`src/rtl/unified_mem_arbiter.sv`:
```
// rtl/unified_mem_arbiter.sv - IF/MEM arbiter for one single-ported memory; optional perf counters via PERF_CNT_EN
module unified_mem_arbiter #(
    parameter int ADDR_W   = 32,
    parameter int DATA_W   = 32,
    parameter int MAX_WAIT = 4,
    parameter int CNT_W    = 16
) (
    input  logic              clk,
    input  logic              rst_n,
    input  logic              if_req,
    input  logic [ADDR_W-1:0] if_addr,
    output logic              if_ack,
    output logic [DATA_W-1:0] if_rdata,
    output logic              if_stall,
    input  logic              dm_req,
    input  logic              dm_we,
    input  logic [ADDR_W-1:0] dm_addr,
    input  logic [DATA_W-1:0] dm_wdata,
    output logic              dm_ack,
    output logic [DATA_W-1:0] dm_rdata,
    output logic              dm_stall,
    output logic              mem_req,
    output logic              mem_we,
    output logic [ADDR_W-1:0] mem_addr,
    output logic [DATA_W-1:0] mem_wdata,
    input  logic [DATA_W-1:0] mem_rdata,
    input  logic              mem_ready
`ifdef PERF_CNT_EN
    ,
    output logic [CNT_W-1:0]  perf_if_grants,
    output logic [CNT_W-1:0]  perf_dm_grants,
    output logic [CNT_W-1:0]  perf_conflicts
`endif
);

    localparam int WC_W = $clog2(MAX_WAIT + 1);
    localparam logic [WC_W-1:0] WAIT_MAX = WC_W'(MAX_WAIT);

    typedef enum logic [1:0] {
        S_IDLE    = 2'd0,
        S_BUSY_IF = 2'd1,
        S_BUSY_DM = 2'd2
    } state_t;

    state_t            r_state;
    state_t            w_next_state;
    logic              r_if_ack;
    logic              r_dm_ack;
    logic [DATA_W-1:0] r_if_rdata;
    logic [DATA_W-1:0] r_dm_rdata;
    logic              r_mem_we;
    logic [ADDR_W-1:0] r_mem_addr;
    logic [DATA_W-1:0] r_mem_wdata;
    logic [WC_W-1:0]   r_wait_cnt;
    logic              w_if_elig;
    logic              w_dm_elig;
    logic              w_grant_if;
    logic              w_grant_dm;
    logic              w_done_if;
    logic              w_done_dm;

    // A requester is not eligible in its own ack cycle, so a held request is never granted twice
    assign w_if_elig = if_req & ~r_if_ack;
    assign w_dm_elig = dm_req & ~r_dm_ack;
    assign w_done_if = (r_state == S_BUSY_IF) & mem_ready;
    assign w_done_dm = (r_state == S_BUSY_DM) & mem_ready;

    // State register; async reset abandons any in-flight access
    always_ff @(posedge clk or negedge rst_n) begin
        if (!rst_n) begin
            r_state <= S_IDLE;
        end else begin
            r_state <= w_next_state;
        end
    end

    // Arbitration and next state: data wins unless fetch has waited MAX_WAIT cycles
    always_comb begin
        w_next_state = r_state;
        w_grant_if   = 1'b0;
        w_grant_dm   = 1'b0;
        case (r_state)
            S_IDLE: begin
                if (w_if_elig && w_dm_elig) begin
                    if (r_wait_cnt >= WAIT_MAX) begin
                        w_grant_if = 1'b1;
                    end else begin
                        w_grant_dm = 1'b1;
                    end
                end else if (w_if_elig) begin
                    w_grant_if = 1'b1;
                end else if (w_dm_elig) begin
                    w_grant_dm = 1'b1;
                end
                if (w_grant_if) begin
                    w_next_state = S_BUSY_IF;
                end else if (w_grant_dm) begin
                    w_next_state = S_BUSY_DM;
                end
            end
            S_BUSY_IF: if (mem_ready) w_next_state = S_IDLE;
            S_BUSY_DM: if (mem_ready) w_next_state = S_IDLE;
            default:   w_next_state = S_IDLE;
        endcase
    end

    // Memory command latch on grant, read-data capture and one-cycle ack pulses
    always_ff @(posedge clk or negedge rst_n) begin
        if (!rst_n) begin
            r_mem_we    <= 1'b0;
            r_mem_addr  <= '0;
            r_mem_wdata <= '0;
            r_if_ack    <= 1'b0;
            r_dm_ack    <= 1'b0;
            r_if_rdata  <= '0;
            r_dm_rdata  <= '0;
        end else begin
            if (w_grant_if) begin
                r_mem_we    <= 1'b0;
                r_mem_addr  <= if_addr;
                r_mem_wdata <= '0;
            end else if (w_grant_dm) begin
                r_mem_we    <= dm_we;
                r_mem_addr  <= dm_addr;
                r_mem_wdata <= dm_wdata;
            end
            r_if_ack <= w_done_if;
            r_dm_ack <= w_done_dm;
            if (w_done_if) begin
                r_if_rdata <= mem_rdata;
            end
            if (w_done_dm && !r_mem_we) begin
                r_dm_rdata <= mem_rdata;
            end
        end
    end

    // Fetch starvation counter: counts denied fetch cycles, saturates, clears on fetch grant
    always_ff @(posedge clk or negedge rst_n) begin
        if (!rst_n) begin
            r_wait_cnt <= '0;
        end else if (w_grant_if) begin
            r_wait_cnt <= '0;
        end else if (if_req && (r_state != S_BUSY_IF) && !r_if_ack && (r_wait_cnt < WAIT_MAX)) begin
            r_wait_cnt <= r_wait_cnt + WC_W'(1);
        end
    end

    assign if_ack    = r_if_ack;
    assign dm_ack    = r_dm_ack;
    assign if_rdata  = r_if_rdata;
    assign dm_rdata  = r_dm_rdata;
    assign mem_req   = (r_state != S_IDLE);
    assign mem_we    = r_mem_we;
    assign mem_addr  = r_mem_addr;
    assign mem_wdata = r_mem_wdata;
    assign if_stall  = if_req & ~r_if_ack;
    assign dm_stall  = dm_req & ~r_dm_ack;

`ifdef PERF_CNT_EN
    logic [CNT_W-1:0] r_perf_if;
    logic [CNT_W-1:0] r_perf_dm;
    logic [CNT_W-1:0] r_perf_cf;

    // Wrapping grant and conflict counters
    always_ff @(posedge clk or negedge rst_n) begin
        if (!rst_n) begin
            r_perf_if <= '0;
            r_perf_dm <= '0;
            r_perf_cf <= '0;
        end else begin
            if (w_grant_if) r_perf_if <= r_perf_if + CNT_W'(1);
            if (w_grant_dm) r_perf_dm <= r_perf_dm + CNT_W'(1);
            if ((r_state == S_IDLE) && w_if_elig && w_dm_elig) r_perf_cf <= r_perf_cf + CNT_W'(1);
        end
    end

    assign perf_if_grants = r_perf_if;
    assign perf_dm_grants = r_perf_dm;
    assign perf_conflicts = r_perf_cf;
`endif

endmodule
```
`config.mk`:
```
export PLATFORM = sky130hd
export DESIGN_NAME = unified_mem_arbiter
export DESIGN_NICKNAME = d
export VERILOG_FILES = /design/src/rtl/unified_mem_arbiter.sv
export SDC_FILE = /design/constraint.sdc
export NUM_CORES = 1
export LEC_CHECK = 0
export BUFFER_PORTS_ARGS = -buffer_cell sky130_fd_sc_hd__buf_2
export CORE_ASPECT_RATIO = 1.25
export CORE_MARGIN = 2
export CORE_UTILIZATION = 30
export CTS_BUF_LIST = sky130_fd_sc_hd__clkbuf_4
export CTS_CLUSTER_SIZE = 14
export DETAILED_ROUTE_END_ITERATION = 7
export GPL_TIMING_DRIVEN = 0
export SYNTH_ARGS = -nofsm -noshare
export SYNTH_HDL_FRONTEND = slang
export SYNTH_SLANG_ARGS = --single-unit
export TNS_END_PERCENT = 5
```
`constraint.sdc`:
```
create_clock -name clk -period 1.9 [get_ports clk]
set_clock_uncertainty 0.15 [all_clocks]
set_input_delay 0.095 -clock clk [delete_from_list [all_inputs] [get_ports clk]]
set_output_delay 0.095 -clock clk [all_outputs]
set_load 0.005 [all_outputs]
```
**After elaboration in Yosys (flattened, before gate mapping)**

Index checks and enable logic that the tools add are counted.
Widths: inputs -> output; s select.

- Register bits after elaboration: 136
- Bits of input ports: 134
- Output and inout port bits: 134

- $add $sub $neg: 1
- Magnitude comparators: 2
- Multiplexer cells: 23
- Eq/ne operators: 5
- Reductions and logical operators: 13
- Bitwise logic cells: 6

Operator list:

| cell | number |
|---|---|
| $mux 32 | 4 |
| $mux 1 | 13 |
| $mux 2 | 3 |
| $mux 3 | 2 |
| $reduce_bool 2->1 | 3 |
| $logic_and 1x1->1 | 5 |
| $and 1x1->1 | 4 |
| $ne 2x1->1 const B | 2 |
| $pmux 2 s2 | 1 |
| $add 3x1->3 const B | 1 |
| $ge 3x3->1 const B | 1 |
| $lt 3x3->1 const B | 1 |
| $ne 3x1->1 const B | 1 |
| $eq 2x1->1 const B | 1 |
| $eq 2x2->1 const B | 1 |
| $logic_not 1->1 | 2 |
| $logic_not 2->1 | 1 |
| $not 1->1 | 2 |
| $reduce_and 2->1 | 1 |
| $reduce_or 2->1 | 1 |

**Logic depth before layout (Yosys ltp)**

Gate-level depths: netlist of run 1.

- Word-level depth: 9
- Mapped depth: 8
- Gate-level depth less buffers: 6

**Worst setup path after synthesis of run 1**

Ideal clock, no wire load.

- Path kind: reg-to-reg
- Start: register r_state[0]
- End: register r_dm_rdata[10], in the netlist dm_rdata[10]
- Arrival: 1.481 ns
- Data required time: 1.625 ns
- Setup time: 0.125 ns
- Path buffers: 2
- Period minus slack after synthesis: 1.756 ns
- Cell stages (with the launch flop): 8
- Slack: 0.144 ns
- Cell sequence: dfrtp_1 inv_1 ha_1 and2_1 nand2b_1 clkbuf_1 buf_2 mux2_2

- Word-level cells in the longest chain between the ends: 3

RTL lines:

| what | RTL line | RTL |
|---|---|---|
| start: declaration | 45 | `state_t r_state;` |
| start signal: assignment | 73 | `r_state <= w_next_state;` |
| $eq 2x2->1 | 66 | `assign w_done_dm = (r_state == S_BUSY_DM) & mem_ready;` |
| $and 1x1->1 | 66 |  |
| via w_done_dm | 60 | `logic w_done_dm;` |
| $logic_and 1x1->1 | 132 | `if (w_done_dm && !r_mem_we) begin` |
| end signal: assignment | 133 | `r_dm_rdata <= mem_rdata;` |
| end: declaration | 50 | `logic [DATA_W-1:0] r_dm_rdata;` |

The timed path passes the listed nets, and every way through them passes these cells.
A chain may end at the register's enable or synchronous reset.

**Final worst setup path of run 1**

- Start: register r_state[1]
- End: register r_mem_addr[29], in the netlist mem_addr[29]

- Word-level cells in the longest chain between the ends: 3
- Elaborated cells between the ends (all ways): 5

RTL lines:

| what | RTL line | RTL |
|---|---|---|
| $logic_not 2->1 (*) | 82 | `case (r_state)` |
| $mux 1 | 82 |  |
| $mux 32 / $reduce_bool 2->1 (equally long branches) | - |  |
| end signal: assignment | 120 | `r_mem_addr <= if_addr;` |
| end signal: assignment | 124 | `r_mem_addr <= dm_addr;` |
| end: declaration | 52 | `logic [ADDR_W-1:0] r_mem_addr;` |

Mark *: on every way between the ends. The rest lies on a longest branch, timed or not.

==> results by group, run 1 <==
Critical path
  – Crit path top cell by count: inv_1
  – Buf+Inv Stages, Crit Path: 3
  – Crit. End Element: register
  – Worst-path cell chain: inv_1 -> ha_4 -> inv_1 -> a211oi_4 -> clkbuf_4 -> a21oi_1 -> o21ai_0
  – Reg-to-reg slack, setup: 120 ps
  – Setup crit start: r_state[1]
  – CP delay by family, top: buffers and inverters
  – RR Endpoint: mem_addr[29]
  – Worst Setup Path Type: register to register
  – Startpoint Class: register
  – FF-to-FF path depth: 7
  – Worst r2r src: r_state[1]
  – Max FO, Critical Path: 10
  – Arr. time, crit path: 2080 ps
  – Crit path max-delay cell type: dfrtp_1
  – Worst path max stage delay: 410 ps
  – CP required: 2200 ps

CTS
  – Clock-pin slew on the worst setup and hold paths: 130 ps
  – Clk buf depth: 2
  – CTS root buf: clkbuf_4
  – CTS tree: done
  – Num Clock Sinks: 136
  – # H-tree levels: 4
  – Later-pin clock latency in the skew report: 530 ps
  – Cts bufs inserted: 17

Hold path
  – Hold Crit Depth: 3
  – Hold/Removal Path Class: primary input to register
  – HP Start: dm_wdata[5]
  – Hold endpoint: mem_wdata[5]

Synthesis
  – Yosys top cell by area: dfrtp_1
  – Syn_nets: 560
  – Area contributors post-synth: dfrtp_1, mux2_2, a22o_1, a21oi_1, nor2_1
  – Share of the synthesized area in the top cell type: 63.61%
  – Post-synth EDFFs: 0
  – Cells after Synth: 422
  – Syn. warnings: 0
  – Netlist cell types: 28
  – Prevailing post-synth register cell: dfrtp_1
  – Syn Std Cell Area: 5350 um2
  – Synth Register Bits: 136
  – Post-synth ARST share: 100.0%
  – Sequential share of the synthesized area: 63.61%
  – Synthesized area per cell: 12.68 um2

Cells and area
  – Layout cells sized above 1: 46.57%
  – Syn-to-layout area delta: 63.40%
  – Final Util: 49.96%
  – Fin nets: 984
  – Post-route cell area: 8742 um2
  – Non-filler cells, final: 1,083
  – N_diodes: 0

Timing
  – RSZ-0062 raised after global routing: yes
  – # setup viols final: 0
  – Fin. Hold Viols: 0
  – Final-report max-slew violation count: 0
  – Upper clock frequency limit: 561.9 MHz
  – Clock period minus worst slack: 1780 ps
  – Fin Hold WS: 167.3 ps
  – Final period util: 93.67%
  – Setup slack after layout: 120.2 ps
  – Max_slew headroom: 66.43%
  – Worst Max-Slew Pin Slew: 503.6 ps

Floorplanning
  – Rows: 54
  – I/O pin total: 268
  – Core area: 17,500 um2
  – Starting Density: 30.57%
  – Die footprint: 18,920 um2
  – Die Y: 153.3 um
  – Die Width: 123.4 um

Drt
  – DRT Wirelength: 16,770 um
  – Vias per cell: 4.567
  – Drt pass-1 iters: 4
  – Vias: 4,946
  – Avg WL per Cell: 15.48 um
  – Residual DRC: 0
  – Iteration-0 DRC Markers: 167
  – ANT nets after route: 0

Power
  – Part of the power in the clock network: 15.4%
  – Peak supply drop: 0.7934 mV
  – Switch Pwr: 0.004466 W
  – Switching share of power: 35.76%
  – Power density over the cells: 1429 nW/um2
  – Cell internal pwr: 0.008022 W
  – Comb pwr share: 44.0%
  – Seq pwr share: 40.6%
  – Pleak: 4.388 nW

GRT
  – Largest net degree at the start of global routing: 93
  – Vias in the first global route: 5,345
  – GR Util All Layers: 17.81%
  – Congestion Overflow GR: 0
  – First-pass GRT wire length: 26,260 um
  – Initial antenna violation count: 0

Placement
  – I/O Buffers: 267
  – Setup WS pre-CTS: -131.8 ps
  – Placed Instances: 914
  – Placed cell areas: 7000 um2
  – Routability cong.: 0.7865
  – Hpwl dp: 10,730 um

Status
  – Status: finished, final reports clean

Job
  – Max-cap violations: 0
[metal layers]
metal | up-vias | GRT usage [%] | wire [um]
met2 | 233 | 30.40 | 8377
met5 | - | 0 | 0
li1 | 2317 | - | -
met3 | 39 | 5.485 | 1280
met4 | 0 | 8.009 | 495
met1 | 2357 | 20.11 | 6615
[cell type report]
type,instances,area [um2]
fill,1538,8757
sequential,136,3403
timing repair buffer,406,2741
multi-input combinational,251,1804
tap,224,280.3
buffer,27,201.4
clock inverter,14,150.1
clock buffer,18,135.1
inverter,7,26.28
[sequential cells by signal, indices dropped and copies added (netlist names)]
name        flops
dm_ack          1
dm_rdata       32
if_ack          1
if_rdata       32
mem_addr       32
mem_wdata      32
mem_we          1
r_state         2
r_wait_cnt      3
[per-stage QoR]
stage	power, W	setup TNS [ps]
after floorplan	0.007764	0
after global placement	0.01009	-197940
after detailed placement	0.01016	-4460
after CTS	0.01241	-242.3
after global routing	0.01349	-5.565
final	0.01249	0
[cell usage after synthesis, types with 2 or more instances]
cell type    n
nor2_1      36
mux2_2      63
inv_2        2
clkbuf_1     3
buf_6        2
a21oi_1     33
o21ai_1     15
o21ai_0     19
ha_1         4
a22o_1      33
dfrtp_1    136
buf_2       20
buf_4        3
inv_1        5
nand2b_1     2
nand2_1     34
[cell usage in the layout, fill, tap and decap left out, types with 2 or more instances in the layout]
master / n
a22o_1: 33
buf_2: 270
buf_6: 5
inv_6: 2
clkinv_4: 6
a21oi_1: 33
nand2b_4: 2
nor2_1: 36
ha_1: 3
bufinv_16: 2
nand2_1: 33
inv_2: 2
buf_4: 12
dfrtp_1: 136
inv_1: 5
o21ai_1: 15
mux2_2: 63
dlygate4sd3_1: 134
o21ai_0: 19
clkinv_1: 2
clkbuf_4: 27
[power groups by stage]
stage | Sequential, W | Combinational (W) | Clock, W
4_1_cts | 0.00504 | 0.00534 | 0.00204
3_5_place_dp | 0.00508 | 0.00509 | 0
5_1_grt | 0.00525 | 0.00610 | 0.00215
6_report | 0.00506 | 0.00550 | 0.00193
2_1_floorplan | 0.00520 | 0.00256 | 0
3_3_place_gp | 0.00506 | 0.00504 | 0
[logic make-up (layout without fill, tap and decap cells)]
| family | count (synthesis) | in the layout | synth area share, % |
|---|---|---|---|
| flip-flops | 136 | 136 | 63.61 |
| AO/OA/AOI/OAI | 105 | 105 | 12.49 |
| AND/OR/NAND/NOR | 76 | 76 | 5.730 |
| multiplexers | 65 | 65 | 13.66 |
| buffers and inverters | 35 | 472 | 3.414 |
| adder cells (fa/ha/maj) | 4 | 4 | 0.9355 |
| XOR/XNOR | 1 | 1 | 0.1637 |
[how the worst max path moves through the flow]
stage                               to  slack [ps]  cells past startpoint
final                     mem_addr[29]         120                      7
after global routing        r_state[1]          -6                      8
after CTS                  mem_addr[6]         -30                      7
after detailed placement  dm_rdata[31]        -130                      7
after global placement    mem_wdata[3]       -1440                      1
after floorplan           dm_rdata[10]         140                      7
[worst min-delay path, cell delays in order]
cell           delay, ps
dlygate4sd3_1        520
buf_2                100
a22o_1               110
[what timing repair did]
| action | in CTS | in global routing |
|---|---|---|
| resized for setup | 7 | 22 |
| setup buffers | 0 | 4 |
| endpoints found under the hold margin | 271 | 0 |
| hold buffers | 134 | 0 |
| endpoints found under the setup margin | 63 | 94 |
Power figures use the tool's default switching activity.
==> run 2: changes to the inputs <==
--- a/config.mk
+++ b/config.mk
@@ -5,13 +5,13 @@
 export SDC_FILE = /design/constraint.sdc
 export NUM_CORES = 1
 export LEC_CHECK = 0
-export BUFFER_PORTS_ARGS = -buffer_cell sky130_fd_sc_hd__buf_2
 export CORE_ASPECT_RATIO = 1.25
 export CORE_MARGIN = 2
 export CORE_UTILIZATION = 30
 export CTS_BUF_LIST = sky130_fd_sc_hd__clkbuf_4
 export CTS_CLUSTER_SIZE = 14
 export DETAILED_ROUTE_END_ITERATION = 7
+export DONT_BUFFER_PORTS = 1
 export GPL_TIMING_DRIVEN = 0
 export SYNTH_ARGS = -nofsm -noshare
 export SYNTH_HDL_FRONTEND = slang
==> run 2 against run 1 <==
Compared with the run above: the flow now finishes with violations (hold timing, setup timing); hold slack got worse by 1100 ps; critical path type unchanged; register-to-register slack got worse by 150 ps; highest routed layer unchanged; largest power group is now sequential cells; combinational power is 31% lower; power down 7.8%; cell count down 25%; sequential power is 11% higher; largest cell class unchanged; clock power is 9% higher; fmax is 7.7% lower; first-iteration DRC count up 14%; global-route usage decreased by 1.3 points; sequential cell count unchanged.
==> results by group, run 2 (synthesis gave the netlist of run 1 again) <==
Timing
  – Setup slack after layout: -27.82 ps (was 120.2 ps)
  – Clock period minus worst slack: 1928 ps (was 1780 ps)
  – Final-report max-slew violation count: 0 (unchanged)
  – Fin Hold WS: -898.7 ps (was 167.3 ps)
  – # setup viols final: 3 (was 0)
  – RSZ-0062 raised after global routing: yes (unchanged)
  – Max_slew headroom: 69.86% (was 66.43%)
  – Final period util: 101.5% (was 93.67%)
  – Upper clock frequency limit: 518.7 MHz (was 561.9 MHz)
  – Fin. Hold Viols: 136 (was 0)
  – Worst Max-Slew Pin Slew: 452.1 ps (was 503.6 ps)
  – Setup_tns: -30.80 ps (was 0 ps)

CTS
  – CTS tree: done (unchanged)
  – Clk buf depth: 2 (unchanged)
  – Later-pin clock latency in the skew report: 520 ps (was 530 ps)
  – # H-tree levels: 4 (unchanged)
  – Cts hold-fix bufs: 132 (was 134)
  – CTS root buf: clkbuf_4 (unchanged)
  – Clock-pin slew on the worst setup and hold paths: 120 ps (was 130 ps)
  – Cts bufs inserted: 17 (unchanged)
  – Num Clock Sinks: 136 (unchanged)

Power
  – Part of the power in the clock network: 18.2% (was 15.4%)
  – Cell internal pwr: 0.007247 W (was 0.008022 W)
  – Seq pwr share: 48.6% (was 40.6%)
  – Peak supply drop: 0.6850 mV (was 0.7934 mV)
  – Power density over the cells: 1552 nW/um2 (was 1429 nW/um2)
  – Switch Pwr: 0.004261 W (was 0.004466 W)
  – Switching share of power: 37.02% (was 35.76%)
  – Comb pwr share: 33.1% (was 44.0%)
  – Pleak: 3.282 nW (was 4.388 nW)

Drt
  – Met2 Routed Length: 8110 um (was 8377 um)
  – Iteration-0 DRC Markers: 191 (was 167)
  – Met1 Routed Length: 5516 um (was 6615 um)
  – Residual DRC: 0 (unchanged)
  – Top layer in use: met4 (unchanged)
  – Vias: 4,067 (was 4,946)
  – DRT Wirelength: 15,710 um (was 16,770 um)
  – Metal3 WL: 1614 um (was 1280 um)
  – Avg WL per Cell: 19.30 um (was 15.48 um)
  – Drt pass-1 iters: 7 (was 4)
  – Vias per cell: 4.996 (was 4.567)
  – ANT nets after route: 0 (unchanged)

Placement
  – I/O Buffers: 0 (was 267)
  – Placed Instances: 646 (was 914)
  – Hpwl dp: 10,030 um (was 10,730 um)
  – Routability cong.: 0.7798 (was 0.7865)
  – Setup WS pre-CTS: -153.0 ps (was -131.8 ps)

Status
  – Status: complete, but fails checks (was finished, final reports clean)
  – Failing checks: hold timing, setup timing

Critical path
  – Crit path max-delay cell type: dfrtp_1 (unchanged)
  – Startpoint Class: register (unchanged)
  – Worst path max stage delay: 410 ps (about the same)
  – Arr. time, crit path: 2220 ps (was 2080 ps)
  – Worst-path cell chain: inv_2 -> ha_4 -> clkinvlp_4 -> a211oi_4 -> buf_6 -> buf_8 -> inv_2 -> o22ai_2 (was inv_1 -> ha_4 -> inv_1 -> a211oi_4 -> clkbuf_4 -> a21oi_1 -> o21ai_0)
  – Worst Setup Path Type: register to register (unchanged)
  – CP delay by family, top: buffers and inverters (unchanged)
  – Crit. End Element: register (unchanged)
  – Buf+Inv Stages, Crit Path: 5 (was 3)
  – Max FO, Critical Path: 10 (unchanged)
  – CP required: 2190 ps (was 2200 ps)
  – Crit path top cell by count: inv_2 (was inv_1)

Cells and area
  – # fillers: 1,589 (was 1,538)
  – Commonest non-fill, non-tap cell in the layout: dfrtp_1 (was buf_2)
  – Non-filler cells, final: 814 (was 1,083)
  – Syn-to-layout area delta: 38.61% (was 63.40%)
  – N_diodes: 0 (unchanged)
  – Layout cells sized above 1: 23.73% (was 46.57%)
  – Commonest non-fill, non-tap cells in the layout: dfrtp_1, dlygate4sd3_1, mux2_2, nor2_1 (was buf_2, dfrtp_1, dlygate4sd3_1, mux2_2, nor2_1)
  – Fin nets: 715 (was 984)

Floorplanning
  – Core area: 17,500 um2 (unchanged)
  – I/O pin total: 268 (unchanged)
  – Die Y: 153.3 um (unchanged)
  – Die Width: 123.4 um (unchanged)
  – Die footprint: 18,920 um2 (unchanged)
  – Starting Density: 30.57% (unchanged)
  – Rows: 54 (unchanged)

GRT
  – Largest net degree at the start of global routing: 137 (was 93)
  – Congestion Overflow GR: 0 (unchanged)
  – Vias in the first global route: 4,560 (was 5,345)
  – First-pass GRT wire length: 23,720 um (was 26,260 um)
  – GR Util All Layers: 16.47% (was 17.81%)
  – Initial antenna violation count: 0 (unchanged)

Job
  – Max-cap violations: 0 (unchanged)

Hold path
  – Hold/Removal Path Class: primary input to asynchronous set/reset pin (was primary input to register)
==> run 2: routing by layer <==
| layer | GRT usage (%) | vias up |
|---|---|---|
| met4 | 7.143 | 0 |
| met3 | 7.351 | 38 |
| met2 | 29.75 | 245 |
| met1 | 15.75 | 1998 |
| li1 | - | 1786 |
| met5 | 0 | - |
==> run 2: final cells by class <==
type	count	area, um2	share of cell area (%)
timing repair buffer	137	1359	18.32
clock buffer	17	127.6	1.721
clock inverter	15	191.4	2.581
buffer	27	215.2	2.902
sequential	136	3403	45.89
tap	224	280.3	3.779
inverter	7	30.03	0.4049
multi-input combinational	251	1809	24.40
==> run 2: through the flow <==
step	hold WS, ps	util (%)	instance area, um2	total power [W]
6_report	-898.7	42.38	7416	0.01151
5_1_grt	-1012	42.38	7416	0.01231
4_1_cts	-987.3	41.78	7311	0.01134
3_5_place_dp	-347.8	32.18	5630	0.008866
3_3_place_gp	-347.1	32.18	5630	0.008637
2_1_floorplan	-350.6	-	5350	0.007764
==> run 2: worst register-to-register path, cell delays in order, from the launching register on <==
cell,delay [ps]
dfrtp_1,410
inv_2,100
ha_4,160
clkinvlp_4,150
a211oi_4,320
buf_6,190
buf_8,150
inv_2,40
o22ai_2,180
==> run 2: worst paths after layout <==
check                        startpoint             to  slack, ps  cells past startpoint
max                          r_state[1]     r_state[1]        -30                      8
min                               rst_n   dm_rdata[13]       -900                      0
max reg2reg                  r_state[1]     r_state[1]        -30                      8
min reg2reg                mem_addr[22]   mem_addr[22]        390                      2
max in group asynchronous         rst_n  mem_wdata[27]       2350                      0
min in group clk            dm_wdata[7]   mem_wdata[7]        100                      2
==> run 2: repair_timing <==
action | in CTS | in global routing
endpoints found under the setup margin | 101 | 112
pin swaps | 0 | 11
setup buffers | 0 | 4
gates resized for setup | 15 | 35
hold endpoints to repair | 272 | 136
gates cloned | 0 | 1
==> run 2: power groups by stage <==
stage	clock [W]	sequential (W)	combinational, W
after detailed placement	0	0.00564	0.00322
after CTS	0.00220	0.00560	0.00354
final	0.00210	0.00560	0.00381
after global placement	0	0.00561	0.00302
after floorplan	0	0.00520	0.00256
after global routing	0.00231	0.00579	0.00422
==> run 3: changes to the inputs <==
--- a/config.mk
+++ b/config.mk
@@ -13,6 +13,7 @@
 export DETAILED_ROUTE_END_ITERATION = 7
 export DONT_BUFFER_PORTS = 1
 export GPL_TIMING_DRIVEN = 0
+export REMOVE_ABC_BUFFERS = 1
 export SYNTH_ARGS = -nofsm -noshare
 export SYNTH_HDL_FRONTEND = slang
 export SYNTH_SLANG_ARGS = --single-unit
==> run 3 against run 2 <==
Compared with the run above: the flow finishes with violations (hold timing); largest power group unchanged; setup slack improved by 57 ps; combinational power increased by 2%; first-iteration DRC count increased by 16%; count of clock-buffer cells in the layout increased by 1; non-clock buffer count decreased by 21; fmax increased by 3.0%; cell count decreased by 2.3%; sequential power about the same; clock power decreased by 14%; hold slack improved by 9.1 ps; core utilization decreased by 0.37 points; critical path type unchanged; critical path depth decreased by 3.
==> results by group, run 3 (synthesis gave the netlist of run 1 again) <==
Status
  – Status: complete, but fails checks (unchanged)
  – Failing checks: hold timing (was hold timing, setup timing)

Job
  – Max-cap violations: 0 (unchanged)

Critical path
  – FF-to-FF path depth: 5 (was 8)
  – Worst path max stage delay: 400 ps (was 410 ps)
  – Worst r2r src: r_state[0] (was r_state[1])
  – CP endpoint: dm_rdata[25] (was r_state[1])
  – Arr. time, crit path: 2110 ps (was 2220 ps)
  – Startpoint Class: register (unchanged)
  – Crit. End Element: register (unchanged)
  – Reg-to-reg slack, setup: 30 ps (was -30 ps)
  – Crit path max-delay cell type: mux2_2 (was dfrtp_1)
  – Max FO, Critical Path: 32 (was 10)
  – CP required: 2140 ps (was 2190 ps)
  – Worst Setup Path Type: register to register (unchanged)
  – Worst-path cell chain: inv_2 -> ha_1 -> and2_1 -> nand2b_4 -> mux2_2 (was inv_2 -> ha_4 -> clkinvlp_4 -> a211oi_4 -> buf_6 -> buf_8 -> inv_2 -> o22ai_2)
  – RR Endpoint: dm_rdata[25] (was r_state[1])
  – Setup crit start: r_state[0] (was r_state[1])

Power
  – Pleak: 3.210 nW (was 3.282 nW)
  – Peak supply drop: 0.6096 mV (was 0.6850 mV)
  – Power density over the cells: 1534 nW/um2 (was 1552 nW/um2)

CTS
  – Num Clock Sinks: 136 (unchanged)
  – Later-pin clock latency in the skew report: 500 ps (was 520 ps)
  – Clock-pin slew on the worst setup and hold paths: 120 ps (about the same)
  – Cts bufs inserted: 17 (unchanged)
  – Cts hold-fix bufs: 132 (unchanged)
  – CTS tree: done (unchanged)
  – CTS root buf: clkbuf_4 (unchanged)
  – Clk buf depth: 2 (unchanged)
  – # H-tree levels: 4 (unchanged)

Floorplanning
  – Core area: 17,500 um2 (unchanged)
  – I/O pin total: 268 (unchanged)
  – Die Y: 153.3 um (unchanged)
  – Die Width: 123.4 um (unchanged)
  – Die footprint: 18,920 um2 (unchanged)
  – Starting Density: 30.57% (unchanged)
  – Rows: 54 (unchanged)

Cells and area
  – Layout cells sized above 1: 21.02% (was 23.73%)
  – Non-filler cells, final: 795 (was 814)
  – Commonest non-fill, non-tap cells in the layout: dfrtp_1, dlygate4sd3_1, mux2_2, nor2_1 (unchanged)
  – Syn-to-layout area delta: 37.39% (was 38.61%)
  – Multi-input logic area: 1876 um2 (was 1809 um2)
  – Final Util: 42.01% (was 42.38%)
  – # fillers: 1,583 (was 1,589)
  – Fin nets: 697 (was 715)
  – N_diodes: 0 (unchanged)
  – FF/Latch Area: 3403 um2 (unchanged)
  – Commonest non-fill, non-tap cell in the layout: dfrtp_1 (unchanged)

Timing
  – Final period util: 98.49% (was 101.5%)
  – Fin Hold WS: -889.6 ps (was -898.7 ps)
  – Worst Max-Slew Pin Slew: 511.5 ps (was 452.1 ps)
  – # setup viols final: 0 (was 3)
  – Max_slew headroom: 65.83% (was 69.86%)
  – Clock period minus worst slack: 1871 ps (was 1928 ps)
  – Fin. Hold Viols: 136 (unchanged)
  – Final-report max-slew violation count: 0 (unchanged)
  – RSZ-0062 raised after global routing: yes (unchanged)
  – Upper clock frequency limit: 534.4 MHz (was 518.7 MHz)

GRT
  – First-pass GRT wire length: 23,050 um (was 23,720 um)
  – Congestion Overflow GR: 0 (unchanged)
  – GR Util All Layers: 15.80% (was 16.47%)
  – Initial antenna violation count: 1 (was 0)
  – Largest net degree at the start of global routing: 137 (unchanged)
  – Vias in the first global route: 4,440 (was 4,560)

Placement
  – Placed Instances: 621 (was 646)
  – Hpwl dp: 8890 um (was 10,030 um)
  – Routability cong.: 0.7252 (was 0.7798)
  – I/O Buffers: 0 (unchanged)

Drt
  – Avg WL per Cell: 19.37 um (was 19.30 um)
  – DRT Wirelength: 15,400 um (was 15,710 um)
  – Residual DRC: 0 (unchanged)
  – ANT nets after route: 0 (unchanged)
  – Drt pass-1 iters: 5 (was 7)
  – Iteration-0 DRC Markers: 222 (was 191)
  – Vias: 4,001 (was 4,067)
  – Vias per cell: 5.033 (was 4.996)

Hold path
  – Hold/Removal Path Class: primary input to asynchronous set/reset pin (unchanged)
==> run 3: final cells by class <==
class	count	share of cell area (%)
clock buffer	18	1.838
tap	224	3.813
sequential	136	46.30
timing repair buffer	143	20.32
multi-input combinational	254	25.51
clock inverter	13	1.787
inverter	7	0.4255
==> run 3: repair_timing <==
action,in CTS,in global routing
setup buffers,5,1
resized for setup,14,10
gates cloned,4,1
endpoints found under the hold margin,272,136
pin swaps,3,0
setup endpoints to repair,134,67
==> run 3: critical path: cells and delay by family (launching register included) <==
family	cells	cell delay (ps)
simple gates	2	530
mux	1	400
flops	1	390
fa+ha+maj	1	190
buf+inv	1	70
==> run 3: stage by stage <==
stage                     TNS (ps)  setup WS (ps)  power [W]  cell area [um2]
after floorplan            -100590          -1424   0.007612             5194
after global placement     -193610          -2421   0.008377             5474
after detailed placement    -47040         -705.2   0.008716             5548
after CTS                   -201.4         -18.94    0.01125             7310
after global routing        -982.0         -66.99    0.01208             7351
final                            0          28.70    0.01127             7351
==> run 3: how the worst min path moves through the flow <==
stage | startpoint | cells past startpoint | end | slack [ps]
2_1_floorplan | rst_n | 0 | dm_ack | -350
3_3_place_gp | rst_n | 0 | if_rdata[12] | -350
3_5_place_dp | rst_n | 0 | dm_rdata[12] | -350
4_1_cts | rst_n | 0 | dm_rdata[12] | -970
5_1_grt | rst_n | 0 | mem_wdata[25] | -980
6_report | rst_n | 0 | if_rdata[12] | -890
==> run 3: power breakdown <==
part           total (W)  leakage, nW  internal (W)  switching [W]
clock            0.00181        0.139      0.000779        0.00103
combinational    0.00387         1.40       0.00196        0.00191
sequential       0.00560         1.67       0.00435        0.00125
==> run 3: layer usage <==
layer / share of wire (%) / wire length, um / vias to the layer above / global-route usage, %
met1: 35 / 5417 / 1990 / 15.83
li1: - / - / 1755 / -
met2: 53 / 8086 / 230 / 28.41
met4: 1.7 / 267 / 2 / 5.952
met3: 10 / 1614 / 24 / 6.716
met5: 0.084 / 13 / - / 0
